File: src/rtl/iter_fft_ctrl_pkg.sv
// Shared definitions for the iterative FFT sequencing controller:
// FSM state encodings and the butterfly slot length.
package iter_fft_ctrl_pkg;

  typedef enum logic [2:0] {
    ST_IDLE  = 3'd0,
    ST_PRIME = 3'd1,
    ST_RUN   = 3'd2,
    ST_FLUSH = 3'd3,
    ST_DONE  = 3'd4
  } state_t;

  // The iterative butterfly needs exactly four cycles per pair.
  localparam int BFLY_PERIOD_DEF = 4;

endpackage

File: src/rtl/fft_bfly_addr_gen.sv
// Combinational radix-2 DIT butterfly indexer: (stage, j) -> operand
// addresses and twiddle ROM address.
module fft_bfly_addr_gen #(
  parameter  int N_LOG2 = 8,
  localparam int SW     = $clog2(N_LOG2)
) (
  input  logic [SW-1:0]     i_stage,
  input  logic [N_LOG2-2:0] i_j,
  output logic [N_LOG2-1:0] o_addr_a,
  output logic [N_LOG2-1:0] o_addr_b,
  output logic [N_LOG2-2:0] o_tw
);

  logic [N_LOG2-1:0] w_j;
  logic [N_LOG2-1:0] w_h;
  logic [N_LOG2-1:0] w_p;
  logic [N_LOG2-1:0] w_g;
  logic [SW-1:0]     w_tsh;

  always_comb begin
    w_j      = {1'b0, i_j};
    w_h      = N_LOG2'(1) << i_stage;
    w_p      = w_j & (w_h - N_LOG2'(1));
    w_g      = w_j >> i_stage;
    // Shift in two steps so stage+1 never has to fit in the stage width.
    o_addr_a = ((w_g << i_stage) << 1) | w_p;
    o_addr_b = o_addr_a | w_h;
    w_tsh    = SW'(N_LOG2 - 1) - i_stage;
    o_tw     = (N_LOG2-1)'(w_p << w_tsh);
  end

endmodule

File: src/rtl/iter_fft_ctrl.sv
// Stage/butterfly sequencer for the in-place iterative FFT: drives RAM
// read/write ports, twiddle address and the 4-cycle butterfly strobe.
module iter_fft_ctrl
  import iter_fft_ctrl_pkg::*;
#(
  parameter  int N_LOG2      = 8,
  parameter  int BFLY_PERIOD = BFLY_PERIOD_DEF,
  localparam int SW          = $clog2(N_LOG2),
  localparam int JW          = N_LOG2 - 1,
  localparam int PW          = $clog2(BFLY_PERIOD)
) (
  input  logic              clk,
  input  logic              rst,
  input  logic              start,
  output logic              busy,
  output logic              done,
  output logic [SW-1:0]     stage,
  output logic              rd_en,
  output logic [N_LOG2-1:0] rd_addr_a,
  output logic [N_LOG2-1:0] rd_addr_b,
  output logic [N_LOG2-2:0] tw_addr,
  output logic              bfly_strb,
  output logic              wr_en,
  output logic [N_LOG2-1:0] wr_addr_a,
  output logic [N_LOG2-1:0] wr_addr_b
);

  localparam logic [JW-1:0] J_LAST  = '1;
  localparam logic [PW-1:0] PH_LAST = PW'(BFLY_PERIOD - 1);
  localparam logic [SW-1:0] ST_LAST = SW'(N_LOG2 - 1);

  state_t            r_state, w_nxt;
  logic [PW-1:0]     r_phase;
  logic [JW-1:0]     r_j;
  logic [SW-1:0]     r_stage;
  logic [N_LOG2-1:0] r_ra, r_rb;
  logic [N_LOG2-1:0] r_wa, r_wb;

  logic              w_last_ph;
  logic [JW-1:0]     w_j_rd;
  logic [N_LOG2-1:0] w_rd_a, w_rd_b;
  logic [N_LOG2-2:0] w_rd_tw;

  assign w_last_ph = (r_phase == PH_LAST);
  // In RUN the read issued at phase 3 prefetches the next pair.
  assign w_j_rd    = (r_state == ST_RUN) ? r_j + JW'(1) : r_j;
  assign stage     = r_stage;

  fft_bfly_addr_gen #(.N_LOG2(N_LOG2)) u_addr_gen (
    .i_stage  (r_stage),
    .i_j      (w_j_rd),
    .o_addr_a (w_rd_a),
    .o_addr_b (w_rd_b),
    .o_tw     (w_rd_tw)
  );

  always_ff @(posedge clk) begin
    if (rst) r_state <= ST_IDLE;
    else     r_state <= w_nxt;
  end

  always_comb begin
    w_nxt = r_state;
    case (r_state)
      ST_IDLE:  if (start) w_nxt = ST_PRIME;
      ST_PRIME: w_nxt = ST_RUN;
      ST_RUN:   if (w_last_ph && r_j == J_LAST) w_nxt = ST_FLUSH;
      ST_FLUSH: if (r_phase == PW'(1)) w_nxt = (r_stage != ST_LAST) ? ST_PRIME : ST_DONE;
      ST_DONE:  w_nxt = ST_IDLE;
      default:  w_nxt = ST_IDLE;
    endcase
  end

  // r_ra/r_rb hold the pair last read; at phase 3 they shift into the write
  // delay registers just as the next pair's addresses replace them.
  always_ff @(posedge clk) begin
    if (rst) begin
      r_phase <= '0;
      r_j     <= '0;
      r_stage <= '0;
      r_ra    <= '0;
      r_rb    <= '0;
      r_wa    <= '0;
      r_wb    <= '0;
    end else begin
      if (rd_en) begin
        r_ra <= w_rd_a;
        r_rb <= w_rd_b;
      end
      case (r_state)
        ST_IDLE: if (start) begin
          r_stage <= '0;
          r_j     <= '0;
          r_phase <= '0;
        end
        ST_PRIME: r_phase <= '0;
        ST_RUN: begin
          if (w_last_ph) begin
            r_phase <= '0;
            r_wa    <= r_ra;
            r_wb    <= r_rb;
            if (r_j != J_LAST) r_j <= r_j + JW'(1);
          end else begin
            r_phase <= r_phase + PW'(1);
          end
        end
        ST_FLUSH: begin
          if (r_phase == PW'(0)) begin
            r_phase <= PW'(1);
          end else begin
            r_phase <= '0;
            r_j     <= '0;
            if (r_stage != ST_LAST) r_stage <= r_stage + SW'(1);
          end
        end
        default: ;
      endcase
    end
  end

  always_comb begin
    busy      = 1'b0;
    done      = 1'b0;
    rd_en     = 1'b0;
    bfly_strb = 1'b0;
    wr_en     = 1'b0;
    rd_addr_a = '0;
    rd_addr_b = '0;
    tw_addr   = '0;
    wr_addr_a = '0;
    wr_addr_b = '0;
    busy      = (r_state == ST_PRIME) || (r_state == ST_RUN) || (r_state == ST_FLUSH);
    done      = (r_state == ST_DONE);
    rd_en     = (r_state == ST_PRIME) ||
                (r_state == ST_RUN && w_last_ph && r_j != J_LAST);
    bfly_strb = (r_state == ST_RUN || r_state == ST_FLUSH) && r_phase == PW'(0);
    // Slot 0 has no completed pair yet; FLUSH cycle 1 writes the last one.
    wr_en     = (r_state == ST_RUN && r_phase == PW'(1) && r_j != '0) ||
                (r_state == ST_FLUSH && r_phase == PW'(1));
    if (rd_en) begin
      rd_addr_a = w_rd_a;
      rd_addr_b = w_rd_b;
      tw_addr   = w_rd_tw;
    end
    if (wr_en) begin
      wr_addr_a = r_wa;
      wr_addr_b = r_wb;
    end
  end

endmodule
File: config.mk
export PLATFORM = sky130hd
export DESIGN_NAME = iter_fft_ctrl
export DESIGN_NICKNAME = d
export VERILOG_FILES = /design/src/rtl/iter_fft_ctrl_pkg.sv /design/src/rtl/fft_bfly_addr_gen.sv /design/src/rtl/iter_fft_ctrl.sv
export SDC_FILE = /design/constraint.sdc
export NUM_CORES = 1
export LEC_CHECK = 0
export ABC_AREA = 1
export CAP_MARGIN = 5
export CORE_MARGIN = 4
export CORE_UTILIZATION = 50
export CTS_CLUSTER_SIZE = 10
export DETAILED_ROUTE_END_ITERATION = 10
export PLACE_DENSITY = 0.78
export SLEW_MARGIN = 20
export SYNTH_ARGS = -nofsm -noshare
export SYNTH_HDL_FRONTEND = slang
export SYNTH_SLANG_ARGS = --single-unit
File: constraint.sdc
create_clock -name clk -period 2.8 [get_ports clk]
set_clock_uncertainty 0.1 [all_clocks]
set_input_delay 0.42 -clock clk [delete_from_list [all_inputs] [get_ports clk]]
set_output_delay 0.42 -clock clk [all_outputs]
set_load 0.01 [all_outputs]
==> results.toml <==
[synth]
synth_ff_type = "dfxtp_1"
synth_cells = 516
syn_nets = 531
ys_warn_count = 0
synth_cell_types = 40
synth-async-reset-ratio_pct = 0
synth-seq-cells = 47
synth_edf_count = 0
ys_seq_area_share_pct = 28.1
syn_avg_cell_area_sq_um = 6.49
synth_area_sq_um = 3350

[setup_path]
worst-setup-path-type = "reg -> out"
r2r_cells = 18
cp.required_ns = 2.28
reg2reg_to = "r_rb[4]$_SDFFE_PP0N_"
path_max_fanout = 3
setup.worst_path.start = "r_j[1]$_SDFFE_PP0P_"
worstSetupStartpointType = "register"
r2r_start = "r_j[1]$_SDFFE_PP0P_"
cp_data_arrival_time_ns = 2.36
critPathCaptureType = "output pin"
reg2reg_slack_ns = 0.41
critPathCapture = "rd_addr_b[4]"

[timing]
setup_tns_ns = -0.102
max_freq_ghz = 0.347
whs_ns = 0.358
period_minus_slack_ns = 2.88
finalMaxSlewViolations = 0
slew_headroom_pct = 52.9
setup_viol = 2
worst_pin_slew_ns = 0.706
rsz0062_at_grt = "true"
fin_ws_ns = -0.0798
finalHoldViolations = 0
finalCritPeriodShare_pct = 103

[grt]
grt_start_max_net_pins = 29
grt_pass1_vias = 3368
overflow = 0
gr-usage-met2_pct = 39.0
grtUsageMet3_pct = 2.42
grt_usage_pct = 23.7
met1_usage_pct = 32.9
antenna_found_initial = 0
grt_pass1_wl_um = 16000
grt-busiest-layer = "met2"

[cts]
clockBufferDepth = 2
htreeDepth = 2
ctsHoldBuffers = 0
cts-root-buf = "clkbuf_8"
cts_inserted_buffers = 5
cts.sinks = 47
cts_tree = "built"
clk_pin_slew_ns = 0.10
insertion_delay_ns = 0.31

[place]
preCtsSetupSlack_ns = -0.148
gp_congestion = 0.908
dpl.hpwl_um = 7140
portBuffers = 49

[run_status]
status = "finished with violations"
violations = "setup timing"

[drt]
drcViolationCount = 0
wl_per_cell_um = 14.9
drt-initial-drc-count = 246
ant_nets = 0
drt-total-wl_um = 10400
dr.pass1.iters = 5
via_per_inst = 5.41
vias = 3763

[die]
die_h_um = 89.8
fp.dieArea_sq_um = 8070
io_pins = 50
core_sq_um = 6420
start_util_pct = 52.2
fp.dieW_um = 89.8
row_count = 29

[final_layout]
fin_util_pct = 74.7
area_delta_synth_final_pct = 43.2
antenna_cells = 0
fillers = 473
drive_above_1_share_pct = 37.5
multi_input_area_sq_um = 2270
seq_area_sq_um = 966
final_nets = 632

[power]
power.density_nw_per_um2 = 1260
total_power_mw = 6.06
p_leak_nw = 2.52
irDropWorstVdd_v = 0.00115

[hold_path]
hp-class = "reg -> reg"

[flow_run]
max-cap-violations = 0
==> metrics by stage <==
step | area, sq um | std cells
finish | 4800 | 695
global route | 4800 | 695
CTS | 4470 | 686
detailed placement | 4160 | 668
global placement | 4160 | 668
floorplan | 3360 | 516
==> layout make-up <==
cell class	instances	share of cell area, %
multi-input cells	363	47.2
clock buffers	5	1.43
well taps	77	2.01
inverters	81	6.52
flip-flops and latches	47	20.1
repair buffers	119	21.7
clock inverters	3	0.965
==> power by group <==
part | total, mW | internal [mW] | switching [mW]
Combinational | 4.50 | 1.90 | 2.60
Clock | 0.530 | 0.269 | 0.261
Sequential | 1.03 | 0.859 | 0.169
==> worst max-delay path, stage by stage, from the launching register on <==
cell             delay (ns)
dfxtp_2                0.38
ha_4                   0.17
nand3_2                0.12
nor2_4                 0.16
nor2_4                 0.06
nand2_2                0.11
nand3_2                0.11
nand2_1                0.10
nand2_1                0.06
nand2_1                0.08
nand2_1                0.06
nand2_1                0.08
nand2_1                0.05
nand2_1                0.09
nand3_1                0.09
nand2_2                0.08
inv_1                  0.04
clkdlybuf4s15_2        0.21
==> state kept, by name, indices dropped and copies added (netlist names) <==
signal and flops:
r_wa 8, r_ra 8, r_j 7, r_state 3, r_wb 8, stage 3
r_phase 2, r_rb 8
==> metal layers <==
layer	vias to the layer above	share of wire [%]	wire, um
met3	23	5.0	513
met2	142	49	5040
met5	-	0	0
li1	1856	-	-
met1	1742	45	4620
met4	0	1.8	182
==> cells by family after synthesis <==
family	count (synthesis)	share of synthesized area, %
simple gates	253	36.3
xor+xnor	3	0.785
fa+ha+maj	12	4.48
compound gates	95	15.7
flops	47	28.1
buf+inv	106	14.6
==> repair_timing <==
action	4_1_cts	5_1_grt
pin swaps	15	37
gates resized for setup	102	113
buffers inserted	10	9
endpoints found under the setup margin	39	39
endpoints found under the hold margin	0	0
==> synth_stat cells (7+ instances only) <==
master / number / area, sq um
clkbuf_1: 8 / 30.0
nand3_1: 44 / 220
inv_1: 75 / 282
nand2_2: 17 / 106
nand2_1: 110 / 413
o21ai_0: 32 / 160
nor2_1: 46 / 173
nand4_1: 10 / 62.6
buf_6: 7 / 78.8
dfxtp_1: 47 / 941
a21oi_1: 41 / 205
nand3_2: 11 / 110
ha_1: 12 / 150
==> layout by cell type (no fill, tap or decap), types with 5 or more instances in the layout <==
| cell | instances |
|---|---|
| dfxtp_1 | 35 |
| nor2_2 | 5 |
| nand2_4 | 7 |
| inv_1 | 66 |
| nand3_2 | 30 |
| o21ai_1 | 6 |
| nor2_4 | 8 |
| a21oi_2 | 6 |
| nand3_1 | 24 |
| nor2_1 | 39 |
| dfxtp_2 | 8 |
| nand4_1 | 10 |
| dlymetal6s2s_1 | 17 |
| nand2_2 | 30 |
| clkdlybuf4s50_1 | 9 |
| a21oi_1 | 38 |
| nand2_1 | 94 |
| clkbuf_8 | 5 |
| ha_4 | 5 |
| o21ai_0 | 25 |
| buf_6 | 7 |
| buf_4 | 62 |
| inv_2 | 12 |
| buf_2 | 12 |
==> worst min path at each step <==
stage / end / slack, ns / depth (start not counted) / from
floorplan: r_wa[4]$_SDFFE_PP0P_ / 0.33 / 2 / r_wa[4]$_SDFFE_PP0P_
global placement: r_wa[6]$_SDFFE_PP0P_ / 0.34 / 2 / r_ra[6]$_SDFFE_PP0N_
detailed placement: r_wb[3]$_SDFFE_PP0P_ / 0.35 / 2 / r_wb[3]$_SDFFE_PP0P_
CTS: r_wa[6]$_SDFFE_PP0P_ / 0.36 / 2 / r_ra[6]$_SDFFE_PP0N_
global route: r_wb[3]$_SDFFE_PP0P_ / 0.38 / 2 / r_wb[3]$_SDFFE_PP0P_
finish: r_wa[1]$_SDFFE_PP0P_ / 0.36 / 2 / r_wa[1]$_SDFFE_PP0P_
Power figures use the tool's default switching activity.
